--- src/rtl/instr_fetch_pkg.sv ---
// Shared processor definitions: fetch FSM encoding, datapath width, NOP word.
package instr_fetch_pkg;

  localparam int XLEN = 32;

  localparam logic [XLEN-1:0] NOP_WORD = 32'h0000_0000;

  typedef enum logic [1:0] {
    BOOT = 2'd0,
    RUN  = 2'd1,
    HALT = 2'd2
  } fetch_state_t;

  // Turn a 30-bit word index back into a word-aligned byte address.
  function automatic logic [XLEN-1:0] word_to_byte(input logic [XLEN-3:0] word);
    return {word, 2'b00};
  endfunction

endpackage

--- src/rtl/instr_fetch_pc_reg.sv ---
// Program counter register. Stored as a word index so the two low byte-address
// bits are zero by construction. Load has priority over increment; otherwise hold.
module instr_fetch_pc_reg
  import instr_fetch_pkg::*;
#(
  parameter logic [31:0] RESET_VALUE = 32'h0000_0000
) (
  input  logic        clk,
  input  logic        rst,
  input  logic        load,
  input  logic        inc,
  input  logic [29:0] load_word,
  output logic [29:0] pc_word
);

  logic [29:0] pc_word_reg;

  // PC update: reset vector, redirect, sequential advance, or hold.
  always_ff @(posedge clk or posedge rst) begin
    if (rst) begin
      pc_word_reg <= RESET_VALUE[31:2];
    end else if (load) begin
      pc_word_reg <= load_word;
    end else if (inc) begin
      pc_word_reg <= pc_word_reg + 30'd1;
    end
  end

  assign pc_word = pc_word_reg;

endmodule

--- src/rtl/instr_fetch.sv ---
// Instruction fetch stage: owns the BOOT/RUN/HALT sequencer and the IF/ID
// pipeline register. Instruction memory lives outside and is read
// combinationally through imem_addr/imem_data.
module instr_fetch
  import instr_fetch_pkg::*;
#(
  parameter logic [31:0] RESET_VECTOR = 32'h0000_0000,
  parameter int          ROM_SIZE     = 64
) (
  input  logic        clk,
  input  logic        rst,
  input  logic        stall,
  input  logic        flush,
  input  logic        branch_taken,
  input  logic [31:0] branch_target,
  output logic [31:0] imem_addr,
  input  logic [31:0] imem_data,
  output logic [31:0] if_pc,
  output logic [31:0] if_pc4,
  output logic [31:0] if_instr,
  output logic        if_valid,
  output logic        if_fault
);

  localparam logic [29:0] ROM_LIMIT = 30'(ROM_SIZE);

  fetch_state_t state_reg;
  logic [31:0]  if_pc_reg;
  logic [31:0]  if_pc4_reg;
  logic [31:0]  if_instr_reg;
  logic         if_valid_reg;
  logic         if_fault_reg;

  logic [29:0]  pc_word;
  logic [31:0]  pc_byte;
  logic         out_of_range;
  logic         pc_load;
  logic         pc_inc;

  assign pc_byte      = word_to_byte(pc_word);
  assign imem_addr    = {2'b00, pc_word};
  assign out_of_range = (pc_word >= ROM_LIMIT);

  // A redirect is always honoured in RUN, even toward an out-of-range target;
  // the range check then fires on the following cycle. Flush overrides stall
  // so the squashed slot still advances the PC.
  assign pc_load = (state_reg == RUN) && branch_taken;
  assign pc_inc  = (state_reg == RUN) && !branch_taken && !out_of_range &&
                   (flush || !stall);

  instr_fetch_pc_reg #(
    .RESET_VALUE (RESET_VECTOR)
  ) pc_reg (
    .clk       (clk),
    .rst       (rst),
    .load      (pc_load),
    .inc       (pc_inc),
    .load_word (branch_target[31:2]),
    .pc_word   (pc_word)
  );

  // Fetch sequencer and IF/ID register; priority branch > range fault > flush > stall.
  always_ff @(posedge clk or posedge rst) begin
    if (rst) begin
      state_reg    <= BOOT;
      if_pc_reg    <= 32'd0;
      if_pc4_reg   <= 32'd4;
      if_instr_reg <= NOP_WORD;
      if_valid_reg <= 1'b0;
      if_fault_reg <= 1'b0;
    end else begin
      case (state_reg)
        BOOT: begin
          state_reg <= RUN;
        end
        RUN: begin
          if (branch_taken) begin
            if_valid_reg <= 1'b0;
          end else if (out_of_range) begin
            state_reg    <= HALT;
            if_fault_reg <= 1'b1;
            if_valid_reg <= 1'b0;
          end else if (flush) begin
            if_valid_reg <= 1'b0;
          end else if (!stall) begin
            if_pc_reg    <= pc_byte;
            if_pc4_reg   <= pc_byte + 32'd4;
            if_instr_reg <= imem_data;
            if_valid_reg <= 1'b1;
          end
        end
        HALT: begin
          state_reg <= HALT;
        end
        default: begin
          state_reg <= BOOT;
        end
      endcase
    end
  end

  assign if_pc    = if_pc_reg;
  assign if_pc4   = if_pc4_reg;
  assign if_instr = if_instr_reg;
  assign if_valid = if_valid_reg;
  assign if_fault = if_fault_reg;

endmodule

--- config.mk ---
export PLATFORM = sky130hd
export DESIGN_NAME = instr_fetch
export DESIGN_NICKNAME = d
export VERILOG_FILES = /design/src/rtl/instr_fetch_pkg.sv /design/src/rtl/instr_fetch_pc_reg.sv /design/src/rtl/instr_fetch.sv
export SDC_FILE = /design/constraint.sdc
export NUM_CORES = 1
export LEC_CHECK = 0
export ABC_AREA = 1
export CAP_MARGIN = 40
export CORE_UTILIZATION = 47
export CTS_BUF_LIST = sky130_fd_sc_hd__clkbuf_4 sky130_fd_sc_hd__clkbuf_8 sky130_fd_sc_hd__clkbuf_16
export DETAILED_ROUTE_END_ITERATION = 10
export MAX_ROUTING_LAYER = met4
export PLACE_DENSITY_LB_ADDON = 0.1
export SYNTH_ARGS = -nofsm -noshare
export SYNTH_HDL_FRONTEND = slang
export SYNTH_SLANG_ARGS = --single-unit
--- constraint.sdc ---
create_clock -name clk -period 9.25 [get_ports clk]
set_input_delay 0.925 -clock clk [delete_from_list [all_inputs] [get_ports clk]]
set_output_delay 0.925 -clock clk [all_outputs]
set_load 0.03 [all_outputs]
==> impl_metrics.csv <==
group,metric,value,unit
grt,antenna_found_initial,0,
drt,firstDrtPassIters,4,
power_and_ir_drop,p_int,1.308,mW
floorplanning,core,10320,um^2
cts,path_clk_slew,0.06,ns
power_and_ir_drop,p_sw_share,31.87,%
logic_synthesis,synth_cell_types,25,
setup_path,cpMaxStageDelayCell,"clkinv_4",
setup_path,crit_type,"register to register",
drt,drt_wl_total,12070,um
logic_synthesis,async_flop_share,100.0,%
setup_path,cp.required,9.68,ns
place,portBuffers,190,
floorplanning,die_width,105.2,um
grt,grt_max_degree,83,
outcome,status,"finished, final reports clean",
layout,final_util,73.93,%
layout,area_growth,52.46,%
floorplanning,start_util,48.49,%
grt,grt_pass1_vias,4205,
logic_synthesis,yosysTopAreaCell,"dfrtp_1",
layout,insertedDiodeCount,0,
logic_synthesis,synth.cell_area,5006,um^2
setup_path,crit_chain,"inv_1 > ha_1 > inv_1 > nor3_2 > nand3_4 > clkinv_4 > nand2_1 > nand2_1",
cts,hold_buffers,0,
cts,numCtsBuffers,17,
power_and_ir_drop,vdd_ir_drop_max,0.1831,mV
cts,cts_tree,"done",
min_path,worstHoldPathType,"register to register",
cts,cts_root_buf,"clkbuf_8",
sta,period_share,29.95,%
logic_synthesis,yosysWarningCount,0,
logic_synthesis,synth_cells,563,
place,routabilityCongestion,0.8229,
cts,cts_setup_buffers,0,
sta,final.setup_skew,0.006871,ns
power_and_ir_drop,combPwrFrac,26.1,%
cts,clock_sinks,126,
cts,clock_path_buffers,2,
sta,rsz0062_at_grt,"no",
place,hpwl,8297,um
drt,routedWlPerCell,13.37,um
sta,relSlewSlack,56.52,%
flow_run,cap_viol_max_count,0,
sta,setup_viol,0,
cts,clk_latency,0.50,ns
sta,worstMarginPinSlew,0.6523,ns
grt,use_met3,4.492,%
logic_synthesis,netlist.area_leader.share,62.48,%
drt,drc,0,
floorplanning,die_area,11070,um^2
sta,hold_viol_final,0,
floorplanning,pin_count,199,
power_and_ir_drop,pwr_density_cell,251.5,nW/um^2
logic_synthesis,ys.flop_type,"dfrtp_1",
logic_synthesis,synth_seq_cells,126,
logic_synthesis,yosysSeqAreaShare,63.01,%
sta,timing.fmax,0.3610,GHz
layout,largest_reg_flops,32,
place,dpl_cell_area,6975,um^2
grt,use_met1,29.94,%
drt,ant_nets,0,
grt,grt_usage,24.10,%
setup_path,cpPeakStageDelay,0.67,ns
setup_path,startpoint_type,"register",
setup_path,crit_fanout,82,
logic_synthesis,synth_area_leaders,"dfrtp_1 62%, nand2_1 18%, nor2_1 4.9%",
sta,tns,0,ns
floorplanning,std_cell_rows,37,
setup_path,worstRegToRegCells,8,
grt,grt_pass1_wl,20270,um
logic_synthesis,ys_top_cells_by_count,"234 x nand2_1, 125 x dfrtp_1, 65 x nor2_1",
sta,maxSlewViolCount,0,
grt,busiest_layer,"met2",
setup_path,worstPathArrival,3.20,ns
logic_synthesis,synth_edf_count,0,
layout,drive_gt1_share,5.867,%
grt,globalRouteOverflowTotal,0,
min_path,hold_path_depth,2,
cts,htree_levels,4,
drt,via_per_inst,4.670,
logic_synthesis,syn_avg_cell_area,8.892,um^2
drt,drtIter0Drc,260,
sta,period_needed,2.770,ns
layout,fin_nets,827,
power_and_ir_drop,switching_power,611.7,uW
floorplanning,die_h,105.2,um
power_and_ir_drop,seqPwrFrac,36.1,%
layout,final_cell_area,7632,um^2
grt,use_met2,38.96,%
logic_synthesis,yosysMostFrequentCell,"nand2_1",
layout,fill_cells,757,
cts,post_cts_resize_count,0,
power_and_ir_drop,leakagePower,3.871,nW
setup_path,crit_path_end_kind,"register",
power_and_ir_drop,clock_power_share,37.8,%
drt,num_vias,4217,
## layout make-up
| type | count | area [um^2] | share of cell area [%] |
|---|---|---|---|
| Sequential cell | 126 | 3154 | 41.33 |
| Tap cell | 136 | 170.2 | 2.230 |
| Timing Repair Buffer | 194 | 1959 | 25.67 |
| Inverter | 65 | 251.5 | 3.295 |
| Multi-Input combinational cell | 350 | 1440 | 18.87 |
| Clock buffer | 20 | 449.2 | 5.885 |
| Clock inverter | 12 | 207.7 | 2.721 |
## through the flow
| stage | std cells | setup WS, ns | hold slack [ns] | total power, mW |
|---|---|---|---|---|
| 6_report | 903 | 6.480 | 0.4645 | 1.919 |
| 4_1_cts | 903 | 6.435 | 0.4687 | 1.933 |
| 3_5_place_dp | 871 | 6.004 | 0.4594 | 1.201 |
| 2_1_floorplan | 568 | 4.971 | 0.5218 | 0.9795 |
| 3_3_place_gp | 868 | 6.003 | 0.4569 | 1.180 |
| 5_1_grt | 903 | 6.129 | 0.4779 | 2.009 |
## cell families (layout without fill, tap and decap cells)
logic type | after synthesis | after routing | synth area share (%)
compound gates | 19 | 19 | 1.999
fa+ha+maj | 4 | 4 | 0.9998
flops | 126 | 126 | 63.01
simple gates | 320 | 320 | 25.14
buf+inv | 92 | 291 | 8.598
xor+xnor | 1 | 1 | 0.1750
other cells | 1 | 6 | 0.07491
## metal layers
layer	vias to the layer above	part of all wire (%)
met4	0	1.9
met3	18	4.2
li1	2045	-
met2	140	50
met1	2014	43
met5	-	0
## path summary, 6_finish.rpt
check	from	to	slack [ns]
worst max-delay path	state_reg[1]	if_instr[14]	6.48
worst min-delay path	if_pc4[2]	if_pc4[2]	0.46
max in group asynchronous	rst	if_pc4[2]	7.19
worst min register to register	if_pc4[2]	if_pc4[2]	0.46
min in group asynchronous	rst	if_pc4[31]	0.85
worst max register to register	state_reg[1]	if_instr[14]	6.48
## critical path, delay by kind of cell, from the launching register on
| kind | cells | cell delay [ns] |
|---|---|---|
| simple gates | 4 | 1.01 |
| fa+ha+maj | 1 | 0.39 |
| flops | 1 | 0.36 |
| buf+inv | 3 | 0.90 |
## cell usage in the layout (no fill, tap or decap), drive strengths merged
cell type,synthesis,final
o21ai,16,16
o21bai,2,2
clkinv,2,5
nand2,235,235
clkinvlp,0,3
nand3,9,9
bufinv,0,5
dfrtp,125,125
buf,24,4
nor3,1,1
inv,63,64
dfstp,1,1
xor2,1,1
nor2,67,67
clkbuf,3,20
clkdlybuf4s50,0,190
a21oi,1,1
conb,1,6
ha,4,4
nand4,8,8
## power by group through the flow
stage | combinational (mW) | sequential, mW | clock, mW
finish | 0.501 | 0.693 | 0.726
global route | 0.544 | 0.702 | 0.763
CTS | 0.505 | 0.690 | 0.737
detailed placement | 0.503 | 0.698 | 0
global placement | 0.486 | 0.694 | 0
floorplan | 0.164 | 0.815 | 0
(Power assumes the default switching activity.)
